===== src/rtl/text_entry_ctrl_pkg.sv =====
// Shared constants, state encoding and byte classification for the text entry controller.
package text_entry_ctrl_pkg;

    localparam int DEF_COLS      = 20;
    localparam int DEF_TEXT_ROWS = 6;
    localparam int COL_W         = 6;
    localparam int ROW_W         = 4;

    localparam logic [7:0] ERASE_TOKEN = 8'hFF;
    localparam logic [7:0] BLANK_CODE  = 8'd129;   // what the RAM stores for ERASE_TOKEN

    localparam logic [7:0] ASCII_BS   = 8'h08;
    localparam logic [7:0] ASCII_CR   = 8'h0D;
    localparam logic [7:0] ASCII_FF   = 8'h0C;
    localparam logic [7:0] ASCII_ZERO = 8'h30;
    localparam logic [7:0] PR_LO      = 8'h20;
    localparam logic [7:0] PR_HI      = 8'h7E;

    typedef enum logic [1:0] {
        ST_IDLE   = 2'd0,
        ST_WRITE  = 2'd1,
        ST_STATUS = 2'd2,
        ST_CLEAR  = 2'd3
    } state_t;

    typedef enum logic {
        DIR_FWD  = 1'b0,
        DIR_BACK = 1'b1
    } dir_t;

    function automatic logic is_printable(input logic [7:0] b);
        return (b >= PR_LO) && (b <= PR_HI);
    endfunction

endpackage


===== src/rtl/text_entry_ctrl_if.sv =====
// Byte-input handshake plus RAM write port and cursor view of the text entry controller.
interface text_entry_ctrl_if;
    import text_entry_ctrl_pkg::*;

    logic [7:0]       rx_data;
    logic             rx_valid;
    logic             rx_ready;
    logic             wr_en;
    logic [7:0]       wr_data;
    logic [COL_W-1:0] wr_col;
    logic [ROW_W-1:0] wr_row;
    logic             wr_status;
    logic [COL_W-1:0] cursor_col;
    logic [ROW_W-1:0] cursor_row;
    logic             busy;

    // Controller side: consumes bytes, drives the RAM port
    modport slave (
        input  rx_data, rx_valid,
        output rx_ready, wr_en, wr_data, wr_col, wr_row, wr_status,
               cursor_col, cursor_row, busy
    );

    // Byte source side (keyboard/UART front end)
    modport master (
        output rx_data, rx_valid,
        input  rx_ready, wr_en, wr_data, wr_col, wr_row, wr_status,
               cursor_col, cursor_row, busy
    );

endinterface


===== src/rtl/text_entry_ctrl_cursor_step.sv =====
// One step forward or backward over the row-major text area, wrapping at both ends.
module text_entry_ctrl_cursor_step
    import text_entry_ctrl_pkg::*;
#(
    parameter int N_COLS = DEF_COLS,
    parameter int N_ROWS = DEF_TEXT_ROWS
) (
    input  logic [COL_W-1:0] col,
    input  logic [ROW_W-1:0] row,
    input  dir_t             dir,
    output logic [COL_W-1:0] next_col,
    output logic [ROW_W-1:0] next_row
);

    localparam logic [COL_W-1:0] LAST_COL = COL_W'(N_COLS - 1);
    localparam logic [ROW_W-1:0] LAST_ROW = ROW_W'(N_ROWS - 1);

    // Neighbouring cell in the requested direction, wrapping column into row and row into 0/last
    always_comb begin
        next_col = col;
        next_row = row;
        if (dir == DIR_FWD) begin
            if (col == LAST_COL) begin
                next_col = '0;
                next_row = (row == LAST_ROW) ? '0 : row + ROW_W'(1);
            end else begin
                next_col = col + COL_W'(1);
            end
        end else begin
            if (col == '0) begin
                next_col = LAST_COL;
                next_row = (row == '0) ? LAST_ROW : row - ROW_W'(1);
            end else begin
                next_col = col - COL_W'(1);
            end
        end
    end

endmodule


===== src/rtl/text_entry_ctrl.sv =====
// Text entry controller: turns a byte stream into character RAM writes and tracks the cursor.
module text_entry_ctrl
    import text_entry_ctrl_pkg::*;
#(
    parameter int         COLS      = 20,
    parameter int         TEXT_ROWS = 6,
    parameter logic [7:0] ERASE     = 8'hFF
) (
    input  logic             clk,
    input  logic             reset,
    text_entry_ctrl_if.slave bus
);

    localparam logic [COL_W-1:0] LAST_COL   = COL_W'(COLS - 1);
    localparam logic [ROW_W-1:0] LAST_ROW   = ROW_W'(TEXT_ROWS - 1);
    localparam logic [ROW_W-1:0] STATUS_ROW = ROW_W'(TEXT_ROWS);

    // Stepper 0 moves the cursor, stepper 1 walks the clear sweep address
    localparam int N_STEP       = 2;
    localparam int STEP_CURSOR  = 0;
    localparam int STEP_SWEEP   = 1;

    state_t           state_reg;
    logic [COL_W-1:0] cursor_col_reg;
    logic [ROW_W-1:0] cursor_row_reg;
    logic             wr_en_reg;
    logic             wr_status_reg;
    logic [7:0]       wr_data_reg;
    logic [COL_W-1:0] wr_col_reg;
    logic [ROW_W-1:0] wr_row_reg;

    logic [COL_W-1:0] step_col_in  [N_STEP];
    logic [ROW_W-1:0] step_row_in  [N_STEP];
    dir_t             step_dir     [N_STEP];
    logic [COL_W-1:0] step_col_out [N_STEP];
    logic [ROW_W-1:0] step_row_out [N_STEP];

    logic at_origin;
    assign at_origin = (cursor_col_reg == '0) && (cursor_row_reg == '0);

    // Stepper inputs: enter reuses the forward step by pretending the cursor sits in the last column
    always_comb begin
        step_col_in[STEP_CURSOR] = (bus.rx_data == ASCII_CR) ? LAST_COL : cursor_col_reg;
        step_row_in[STEP_CURSOR] = cursor_row_reg;
        step_dir[STEP_CURSOR]    = (bus.rx_data == ASCII_BS) ? DIR_BACK : DIR_FWD;
        step_col_in[STEP_SWEEP]  = wr_col_reg;
        step_row_in[STEP_SWEEP]  = wr_row_reg;
        step_dir[STEP_SWEEP]     = DIR_FWD;
    end

    genvar gi;
    generate
        for (gi = 0; gi < N_STEP; gi++) begin : g_step
            text_entry_ctrl_cursor_step #(
                .N_COLS (COLS),
                .N_ROWS (TEXT_ROWS)
            ) u_step (
                .col      (step_col_in[gi]),
                .row      (step_row_in[gi]),
                .dir      (step_dir[gi]),
                .next_col (step_col_out[gi]),
                .next_row (step_row_out[gi])
            );
        end
    endgenerate

    // Control FSM; every RAM port output is registered here and held between writes
    always_ff @(posedge clk) begin
        if (reset) begin
            state_reg      <= ST_IDLE;
            cursor_col_reg <= '0;
            cursor_row_reg <= '0;
            wr_en_reg      <= 1'b0;
            wr_status_reg  <= 1'b0;
            wr_data_reg    <= '0;
            wr_col_reg     <= '0;
            wr_row_reg     <= '0;
        end else begin
            wr_en_reg     <= 1'b0;
            wr_status_reg <= 1'b0;
            case (state_reg)
                ST_IDLE: begin
                    if (bus.rx_valid) begin
                        if (is_printable(bus.rx_data)) begin
                            wr_en_reg      <= 1'b1;
                            wr_data_reg    <= bus.rx_data;
                            wr_col_reg     <= cursor_col_reg;
                            wr_row_reg     <= cursor_row_reg;
                            cursor_col_reg <= step_col_out[STEP_CURSOR];
                            cursor_row_reg <= step_row_out[STEP_CURSOR];
                            state_reg      <= ST_WRITE;
                        end else if (bus.rx_data == ASCII_BS && !at_origin) begin
                            wr_en_reg      <= 1'b1;
                            wr_data_reg    <= ERASE;
                            wr_col_reg     <= step_col_out[STEP_CURSOR];
                            wr_row_reg     <= step_row_out[STEP_CURSOR];
                            cursor_col_reg <= step_col_out[STEP_CURSOR];
                            cursor_row_reg <= step_row_out[STEP_CURSOR];
                            state_reg      <= ST_WRITE;
                        end else if (bus.rx_data == ASCII_CR) begin
                            cursor_col_reg <= step_col_out[STEP_CURSOR];
                            cursor_row_reg <= step_row_out[STEP_CURSOR];
                            wr_en_reg      <= 1'b1;
                            wr_status_reg  <= 1'b1;
                            wr_data_reg    <= ASCII_ZERO + 8'(step_row_out[STEP_CURSOR]);
                            wr_col_reg     <= '0;
                            wr_row_reg     <= STATUS_ROW;
                            state_reg      <= ST_STATUS;
                        end else if (bus.rx_data == ASCII_FF) begin
                            wr_en_reg   <= 1'b1;
                            wr_data_reg <= ERASE;
                            wr_col_reg  <= '0;
                            wr_row_reg  <= '0;
                            state_reg   <= ST_CLEAR;
                        end
                    end
                end
                ST_WRITE: begin
                    wr_en_reg     <= 1'b1;
                    wr_status_reg <= 1'b1;
                    wr_data_reg   <= ASCII_ZERO + 8'(cursor_row_reg);
                    wr_col_reg    <= '0;
                    wr_row_reg    <= STATUS_ROW;
                    state_reg     <= ST_STATUS;
                end
                ST_STATUS: begin
                    state_reg <= ST_IDLE;
                end
                ST_CLEAR: begin
                    if (wr_col_reg == LAST_COL && wr_row_reg == LAST_ROW) begin
                        cursor_col_reg <= '0;
                        cursor_row_reg <= '0;
                        wr_en_reg      <= 1'b1;
                        wr_status_reg  <= 1'b1;
                        wr_data_reg    <= ASCII_ZERO;
                        wr_col_reg     <= '0;
                        wr_row_reg     <= STATUS_ROW;
                        state_reg      <= ST_STATUS;
                    end else begin
                        wr_en_reg   <= 1'b1;
                        wr_data_reg <= ERASE;
                        wr_col_reg  <= step_col_out[STEP_SWEEP];
                        wr_row_reg  <= step_row_out[STEP_SWEEP];
                    end
                end
                default: state_reg <= ST_IDLE;
            endcase
        end
    end

    assign bus.rx_ready   = (state_reg == ST_IDLE);
    assign bus.busy       = (state_reg != ST_IDLE);
    assign bus.wr_en      = wr_en_reg;
    assign bus.wr_status  = wr_status_reg;
    assign bus.wr_data    = wr_data_reg;
    assign bus.wr_col     = wr_col_reg;
    assign bus.wr_row     = wr_row_reg;
    assign bus.cursor_col = cursor_col_reg;
    assign bus.cursor_row = cursor_row_reg;

endmodule


===== src/flat_wrapper.sv =====
// flat-port wrapper written by rule: the top's interface ports become plain ports
module text_entry_ctrl_flat import text_entry_ctrl_pkg::*;
#(
    parameter int         COLS      = 20,
    parameter int         TEXT_ROWS = 6,
    parameter logic [7:0] ERASE     = 8'hFF
)
  (clk, reset, bus_rx_data, bus_rx_valid, bus_rx_ready, bus_wr_en, bus_wr_data, bus_wr_col, bus_wr_row, bus_wr_status, bus_cursor_col, bus_cursor_row, bus_busy);
  text_entry_ctrl_if bus_i ();
  input  logic clk;
  input  logic reset;
  input wire logic [$bits(bus_i.rx_data)-1:0] bus_rx_data;
  input wire logic [$bits(bus_i.rx_valid)-1:0] bus_rx_valid;
  output wire logic [$bits(bus_i.rx_ready)-1:0] bus_rx_ready;
  output wire logic [$bits(bus_i.wr_en)-1:0] bus_wr_en;
  output wire logic [$bits(bus_i.wr_data)-1:0] bus_wr_data;
  output wire logic [$bits(bus_i.wr_col)-1:0] bus_wr_col;
  output wire logic [$bits(bus_i.wr_row)-1:0] bus_wr_row;
  output wire logic [$bits(bus_i.wr_status)-1:0] bus_wr_status;
  output wire logic [$bits(bus_i.cursor_col)-1:0] bus_cursor_col;
  output wire logic [$bits(bus_i.cursor_row)-1:0] bus_cursor_row;
  output wire logic [$bits(bus_i.busy)-1:0] bus_busy;
  assign bus_i.rx_data = bus_rx_data;
  assign bus_i.rx_valid = bus_rx_valid;
  assign bus_rx_ready = bus_i.rx_ready;
  assign bus_wr_en = bus_i.wr_en;
  assign bus_wr_data = bus_i.wr_data;
  assign bus_wr_col = bus_i.wr_col;
  assign bus_wr_row = bus_i.wr_row;
  assign bus_wr_status = bus_i.wr_status;
  assign bus_cursor_col = bus_i.cursor_col;
  assign bus_cursor_row = bus_i.cursor_row;
  assign bus_busy = bus_i.busy;
  text_entry_ctrl #(.COLS(COLS), .TEXT_ROWS(TEXT_ROWS), .ERASE(ERASE)) u_core (.clk(clk), .reset(reset), .bus(bus_i));
endmodule

===== config.mk =====
export PLATFORM = sky130hd
export DESIGN_NAME = text_entry_ctrl_flat
export DESIGN_NICKNAME = d
export VERILOG_FILES = /design/src/rtl/text_entry_ctrl_pkg.sv /design/src/rtl/text_entry_ctrl_if.sv /design/src/rtl/text_entry_ctrl_cursor_step.sv /design/src/rtl/text_entry_ctrl.sv /design/src/flat_wrapper.sv
export SDC_FILE = /design/constraint.sdc
export NUM_CORES = 1
export LEC_CHECK = 0
export CORE_MARGIN = 2
export CORE_UTILIZATION = 25
export DETAILED_ROUTE_END_ITERATION = 8
export GPL_TIMING_DRIVEN = 0
export SLEW_MARGIN = 20
export SYNTH_ARGS = -nofsm -noshare
export SYNTH_HDL_FRONTEND = slang
export SYNTH_SLANG_ARGS = --single-unit
export TNS_END_PERCENT = 1

===== constraint.sdc =====
create_clock -name clk -period 3.7 [get_ports clk]
set_input_delay 0.555 -clock clk [delete_from_list [all_inputs] [get_ports clk]]
set_output_delay 0.555 -clock clk [all_outputs]
set_load 0.01 [all_outputs]

# == Word level (Yosys, flattened, before mapping) ==
# Index checks and enable logic that the tools add are counted.
# word_totals
wordCells,115
regBits,32
output_inout_bits,32
in_bits,11
# classes
mux,65
addsub,8
n_reduce_logical,17
magnitude_cmp,2
eq_ne,15
# ops
cell,count
6-bit two-way mux,16
4-bit two-way mux,18
8-bit two-way mux,6
"8-bit by 4-bit == test with 1-bit output, second input constant",3
8-bit one-hot mux with 3 select lines,1
6-bit one-hot mux with 3 select lines,1
"6-bit by 4-bit adder with 7-bit output, first input constant",2
"6-bit by 1-bit adder with 6-bit output, second input constant",2
"6-bit by 5-bit == test with 1-bit output, second input constant",2
6-bit zero test,2
2-bit two-way mux,6
4-bit one-hot mux with 3 select lines,1
6-bit one-hot mux with 2 select lines,1
1-bit two-way mux,11
"4-bit by 1-bit adder with 4-bit output, second input constant",2
"4-bit by 3-bit == test with 1-bit output, second input constant",2
"8-bit by 6-bit >= comparator with 1-bit output, second input constant",1
"8-bit by 7-bit less-or-equal comparator with 1-bit output, second input constant",1
2-bit one-hot mux with 4 select lines,1
4-bit one-hot mux with 2 select lines,1
4-bit AND reduction,2
3-bit AND reduction,2
"6-bit by 1-bit subtractor with 6-bit output, second input constant",1
"5-bit by 1-bit inequality test with 1-bit output, second input constant",1
16 further kinds,21

# == Depth between registers and ports, before layout ==
# Gate-level depths: netlist (run 1).
# depth
word_depth,11
ltp_mapped,11
ltp_nobuf,10

# == By module ==
# A second synthesis (run 1) with hierarchy kept.
# hier_totals
hier_cells,394
hier_area_um2,2937.8
# modules_own_cells
mod,instances,area_per_inst_um2,seq_area_each_um2,cells_each
text_entry_ctrl,1,1964.4,640.6,242
text_entry_ctrl_cursor_step,2,486.7,0.0,76

# == Least setup slack after synthesis (run 1) ==
# No wires, ideal clock.
# synth_timing
path_type,input port to flip-flop
start,in bus_rx_data[4]
end,"reg u_core.wr_col_reg[5], in the netlist u_core.bus.wr_col[5]"
setup_ns,0.071
required_ns,3.629
t_arrival_ns,2.970
cell_stages,11
n_path_buf,1
slack_ns,0.660
path_cell_list,or4_4 > nor3_4 > buf_2 > nor2_1 > ha_1 > or4b_1 > nor2_1 > a211oi_1 > a221oi_1 > or3_1 > a21oi_1
# synth_via
elab_chain_cells,9
word_cells_on_any_way,23
classes_between,add/sub: 2; order compare: 2; eq/ne: 5; mux: 10; reduce/logical: 4
# synth_lines
element,line_no,text
"start, declared",flat_wrapper.sv:12,input wire logic [$bits(bus_i.rx_data)-1:0] bus_rx_data;
8-bit by 4-bit == test with 1-bit output,"text_entry_ctrl.sv:43, text_entry_ctrl.sv:100",
6-bit two-way mux,text_entry_ctrl.sv:43,step_col_in[STEP_CURSOR] = (bus.rx_data == ASCII_CR) ? LAST_COL : cursor_col_reg;
"6-bit by 1-bit adder with 6-bit output, or another cell as far along",text_entry_ctrl_cursor_step.sv:27,next_col = col + COL_W'(1);
6-bit two-way mux (on tied branches),"text_entry_ctrl_cursor_step.sv:23, text_entry_ctrl_cursor_step.sv:30",
6-bit two-way mux,text_entry_ctrl_cursor_step.sv:22,if (dir == DIR_FWD) begin
6-bit two-way mux,text_entry_ctrl.sv:92,end else if (bus.rx_data == ASCII_BS && !at_origin) begin
6-bit two-way mux,text_entry_ctrl.sv:84,if (is_printable(bus.rx_data)) begin
6-bit two-way mux,text_entry_ctrl.sv:83,if (bus.rx_valid) begin
6-bit one-hot mux with 3 select lines,text_entry_ctrl.sv:81,case (state_reg)
"end signal, assigned",text_entry_ctrl.sv:87,wr_col_reg <= cursor_col_reg;
"end signal, assigned",text_entry_ctrl.sv:95,wr_col_reg <= step_col_out[STEP_CURSOR];
"end signal, assigned",text_entry_ctrl.sv:142,wr_col_reg <= step_col_out[STEP_SWEEP];
"end, declared",text_entry_ctrl.sv:29,logic [COL_W-1:0] wr_col_reg;
# Several ways; a longest one is shown, not always the timed one. The select of a mux whose other input is x is not followed.
# A chain may end at the register's enable or synchronous reset.

# == Final worst setup path (run 1) ==
# layout_timing
start,in bus_rx_data[5]
end,"reg u_core.wr_col_reg[5], in the netlist u_core.bus.wr_col[5]"
# The elaborated chain is that of the path after synthesis.

==> results.json, run 1 <==
{
  "dr.pass1.iters": 5,
  "status": "complete, no violations",
  "relSlewSlack": 0.513,
  "rows": 36,
  "clock_sinks": 32,
  "drtAntennaViolNets": 0,
  "maxCapViolCount": 0,
  "synthDistinctLibCells": 68,
  "initial_core_util": 0.253,
  "syn_area_um2": 2440,
  "synth_cells": 323,
  "yosysWarnings": 0,
  "htree_levels": 2,
  "async_flop_share": 0,
  "wl_per_cell_um": 15.9,
  "yosysMostFrequentCell": "nor2_1",
  "fmax_mhz": 282,
  "root_buffer": "clkbuf_8",
  "syn-num-nets": 338,
  "ys_seq_elements": 32,
  "crit_type": "input port to flip-flop",
  "drt_iter0_drc": 242,
  "finalHoldViolCount": 0,
  "fin_crit_ps": 3540,
  "rsz0062_at_grt": "no",
  "synth_top_area_share": 0.262,
  "area_growth_pct": 28.1,
  "cp-start-kind": "input port",
  "cts_buffer_depth": 2,
  "leakage_nw": 1.09,
  "p_per_area_nw_per_um2": 308,
  "core_um2": 9640,
  "whs_ps": 492,
  "numCtsBuffers": 5,
  "port_buffers": 41,
  "seq_area_frac_synth": 0.262,
  "fin_total_pwr_mw": 0.963,
  "critPathMaxFanout": 10,
  "grt_pass1_wl_mm": 12.9,
  "hp-class": "flip-flop to flip-flop",
  "die_area_um2": 10600,
  "drive_gt1_frac": 0.0941,
  "fin_util": 0.325,
  "met2_wirelength_mm": 3.70,
  "synth_common_cells": "nor2_1 (33), dfxtp_1 (32), a21oi_1 (25), nand2_1 (25), o21ai_0 (20)",
  "drt_wl_total_mm": 8.05,
  "final_max_slew_viol_count": 0,
  "crit_required_ps": 3920,
  "finClkSkew_ps": 11.2,
  "postCtsHoldBufs": 0,
  "synth-main-ff-cell": "dfxtp_1",
  "vias_per_cell": 5.46,
  "worstMarginPinSlew_ps": 727,
  "routed.top_layer": "met4",
  "first_global_vias": 2591,
  "drc": 0,
  "antenna_cells": 0,
  "fin_tns_setup_ps": 0,
  "synthTopCellsByArea": "dfxtp_1 (26%), a21oi_1 (5.1%), nor2_1 (5.1%), o21ai_0 (4.1%), nand2_1 (3.8%)",
  "tritoncts": "done",
  "setup_viol": 0,
  "cp-end-kind": "flip-flop",
  "io_pins": 43,
  "overflow": 0,
  "dr_total_vias": 2756,
  "hpwlAfterDp_mm": 6.00,
  "cts.reportedPaths.clkPinSlew_ps": 70,
  "synth_top_area_cell": "dfxtp_1",
  "ir_drop_mv": 0.135,
  "die_x_um": 103,
  "wl_met1_mm": 3.64,
  "place_congestion": 0.948,
  "syn_area_per_cell_um2": 7.56,
  "grt_max_degree": 11,
  "synth_edf_count": 0,
  "grt_usage": 0.153,
  "period_share": 0.957,
  "nNetsFinal": 387,
  "cp.arrival_ps": 3760,
  "antenna_found_initial": 0,
  "die_h_um": 103,
  "clkLatencyLatePin_ps": 290,
  "largest_reg_flops": 8,
  "dr_wl_met3_um": 620
}
==> cell usage in the layout, fill, tap and decap left out, types with 3 or more instances in the layout <==
cell type	count
dfxtp_1	32
a31oi_1	5
o32ai_1	5
a211oi_1	5
a22o_1	3
a21oi_1	25
mux2i_1	5
nand4_1	3
a21o_1	4
nand2b_1	5
nand3_1	15
ha_1	4
clkdlybuf4s50_1	41
o31ai_1	3
inv_1	10
nor3_1	15
or3_1	3
o21ai_0	20
o211ai_1	6
and3_1	5
xor2_1	4
a2111oi_0	3
clkbuf_1	13
clkbuf_8	7
buf_2	6
nand2_1	25
a311oi_1	3
o2111ai_1	4
nor2_1	32
nor2b_1	5
==> final cells by class <==
class,count,area (um2)
Fill cell,1052,6510
Multi-Input combinational cell,257,1650
Sequential cell,32,641
Timing Repair Buffer,42,418
Tap cell,133,166
Buffer,24,120
Clock buffer,7,96.3
Inverter,10,37.5
==> worst paths after layout <==
path	start	endpoint	slack, ps	depth (start not counted)
hold reg to reg	u_core.bus.wr_data[6]	u_core.bus.wr_data[6]	490	2
hold / removal	u_core.bus.wr_data[6]	u_core.bus.wr_data[6]	490	2
setup reg to reg	u_core.bus.cursor_col[0]	u_core.bus.wr_data[1]	1070	9
setup / recovery	bus_rx_data[5]	u_core.bus.wr_col[5]	160	12
==> critical path: stages <==
cell,delay [ps]
clkdlybuf4s50_1,520
or4_4,610
nor3_4,160
clkbuf_4,250
nor2_1,60
ha_1,300
or4b_1,260
nor2_2,80
a211oi_1,320
a221oi_1,150
or3_1,370
a21oi_1,110
==> cells by family after synthesis <==
family	after synthesis	share of synthesized area
AOI/OAI and AO/OA	106	0.303
xor gates and xnor gates	6	0.0215
adders and majority gates	4	0.0205
buffers and inverters	34	0.0635
DFF	32	0.262
muxes	7	0.0297
and+or+nand+nor	134	0.300
==> per-layer routing <==
layer | track usage | vias up
met5 | 0 | -
met4 | 0.0314 | 0
met3 | 0.0285 | 13
met2 | 0.242 | 128
met1 | 0.220 | 1290
li1 | - | 1325
==> per-stage QoR <==
stage                     cell area, um2  cells  setup slack (ps)
after global placement              3020    497              -432
after floorplan                     2440    323               660
after CTS                           3120    505               178
final                               3130    505               159
after detailed placement            3020    497              -380
after global routing                3130    505              46.4
==> what timing repair did <==
action / CTS / global route
cloned: 0 / 0
pin swaps: 1 / 0
endpoints found under the hold margin: 0 / 0
resized for setup: 0 / 2
endpoints found under the setup margin: 2 / 2
buffers inserted: 1 / 0
==> where the power goes <==
part / total (mW) / internal (mW) / switching [mW] / leakage (nW)
clock network: 0.303 / 0.166 / 0.137 / 0.0503
logic: 0.271 / 0.117 / 0.154 / 0.781
registers: 0.389 / 0.369 / 0.0199 / 0.261
total: 0.963 / 0.651 / 0.311 / 1.09
Note: power is estimated with default switching activity, not from simulation.
==> run 2, diff against run 1 <==
Settings changed: CORE_UTILIZATION 25 to 53, PLACE_DENSITY set to 0.8, SKIP_LAST_GASP set to 1.
==> results.json, run 2 (same netlist as run 1, synthesis figures left out) <==
{
  "final_cells": 425,
  "hp-class": "flip-flop to flip-flop",
  "io_pins": 43,
  "dr_total_vias": 2883,
  "hpwlAfterDp_mm": 5.53,
  "p_per_area_nw_per_um2": 331,
  "crit_buf_inv": 2,
  "die_x_um": 71.9,
  "area_growth_pct": 24.5,
  "rr_startpoint": "u_core.bus.cursor_col[0]",
  "crit_path_end": "u_core.bus.wr_data[1]",
  "rsz0062_at_grt": "no",
  "antenna_cells": 0,
  "drive_gt1_frac": 0.0938,
  "postCtsHoldBufs": 0,
  "numCtsBuffers": 5,
  "clock_sinks": 32,
  "antenna_found_initial": 0,
  "grt_usage": 0.316,
  "fin_tns_setup_ps": 0,
  "wl_per_cell_um": 18.4,
  "initial_core_util": 0.557,
  "drtAntennaViolNets": 0,
  "path_cells": "clkdlybuf4s50_1, nand2b_1, nor3_4, clkbuf_4, nor2_1, ha_1, or4b_1, nor2_1, nand3_1, o21a_1, mux2_2, a21oi_1",
  "vias_per_cell": 6.78,
  "cpMaxStageDelayCell": "clkdlybuf4s50_1",
  "finClkSkew_ps": 5.05,
  "worstMarginPinSlew_ps": 807,
  "final_max_slew_viol_count": 0,
  "cp.arrival_ps": 3790,
  "placedCellCount": 416,
  "critPathMaxFanout": 10,
  "whs_ps": 495,
  "largest_reg_flops": 8,
  "crit_start": "bus_rx_data[1]",
  "tritoncts": "done",
  "reg2reg_to": "u_core.bus.wr_data[1]",
  "dr.pass1.iters": 5,
  "fillCellCount": 369,
  "worst-r2r-setup-slack_ps": 920,
  "cts_buffer_depth": 2,
  "die_area_um2": 5170,
  "fin_util": 0.693,
  "ir_drop_mv": 0.225,
  "cts.reportedPaths.clkPinSlew_ps": 70,
  "maxCapViolCount": 0,
  "drc": 0,
  "final_common_cell": "clkdlybuf4s50_1",
  "cp-end-kind": "flip-flop",
  "drt_wl_total_mm": 7.83,
  "layout_common_cells": "clkdlybuf4s50_1 (41), nor2_1 (33), dfxtp_1 (32)",
  "cp-start-kind": "input port",
  "first_global_vias": 2532,
  "status": "complete, no violations",
  "core_um2": 4380,
  "fmax_mhz": 281,
  "setup_viol": 0,
  "htree_levels": 2,
  "die_h_um": 71.9,
  "grt_max_degree": 11,
  "fin_crit_ps": 3560,
  "clkLatencyLatePin_ps": 290,
  "port_buffers": 41,
  "nNetsFinal": 387,
  "place_congestion": 0.936,
  "cpPeakStageDelay_ps": 540,
  "relSlewSlack": 0.459,
  "period_share": 0.963,
  "overflow": 0,
  "drt_iter0_drc": 263,
  "grt_pass1_wl_mm": 12.8,
  "crit_cells": 12,
  "root_buffer": "clkbuf_8",
  "rows": 24,
  "finalHoldViolCount": 0,
  "crit_required_ps": 3920,
  "leakage_nw": 1.10,
  "reg2regPathDepth": 9,
  "crit_top_cell": "nor2_1",
  "crit_type": "input port to flip-flop",
  "crit_family": "simple AND/OR/NAND/NOR gates"
}
run 2: cell count changes in the layout (fill, tap and decap cells not counted), sizes merged:
| cell | before | now |
|---|---|---|
| clkbuf | 21 | 20 |
| clkinv | 0 | 1 |
| bufinv | 0 | 1 |
run 2: timing repair:
item / in CTS / in global routing
pin swaps: 1 / 0
gates resized for setup: 0 / 2
setup endpoints to repair: 2 / 1
setup buffers: 1 / 0
gates cloned: 0 / 0
run 2: report_power, final:
part           internal (mW)  leakage (nW)  switching, mW
clock network          0.200        0.0552          0.143
registers              0.369         0.261         0.0195
logic                  0.116         0.780          0.157
total                  0.685          1.10          0.320
run 2: cell type report:
class | instances | area [um2] | share of cell area
inverter | 10 | 37.5 | 0.0123
sequential | 32 | 641 | 0.211
tap | 52 | 65.1 | 0.0214
clock buffer | 6 | 72.6 | 0.0239
timing repair buffer | 42 | 418 | 0.137
buffer | 24 | 120 | 0.0395
multi-input combinational | 257 | 1650 | 0.543
clock inverter | 2 | 35.0 | 0.0115
run 2: layer usage:
layer | track usage | wire, um | vias to the layer above
met2 | 0.478 | 3520 | 178
li1 | - | - | 1323
met1 | 0.439 | 3310 | 1351
met3 | 0.0591 | 702 | 31
met4 | 0.136 | 290 | 0
met5 | 0 | 0 | -
run 2: worst reg2reg max path: cells and delay by family, from the launching register on:
family	cells	cell delay, ps
flip-flops	1	310
buffers and inverters	1	210
AND/OR/NAND/NOR	4	1240
multiplexers	1	280
AO/OA/AOI/OAI	2	370
adder cells (fa/ha/maj)	1	310
run 2: through the flow:
stage               total power [mW]  worst slack (ps)  area, um2
finish                          1.00               136       3040
global route                    1.05              16.3       3040
CTS                             1.00               150       3030
detailed placement             0.661              -406       2920
global placement               0.659              -394       2920
floorplan                      0.549               660       2440
run 2: worst min path at each step:
stage                                     start                    end  slack, ps  cells past startpoint
after global routing      u_core.bus.wr_data[7]  u_core.bus.wr_data[7]        520                      2
final                     u_core.bus.wr_data[6]  u_core.bus.wr_data[6]        500                      2
after CTS                 u_core.bus.wr_data[6]  u_core.bus.wr_data[6]        500                      2
after global placement    u_core.bus.wr_data[0]  u_core.bus.wr_data[0]        480                      2
after floorplan           u_core.bus.wr_data[0]  u_core.bus.wr_data[0]        510                      2
after detailed placement  u_core.bus.wr_data[0]  u_core.bus.wr_data[0]        480                      2
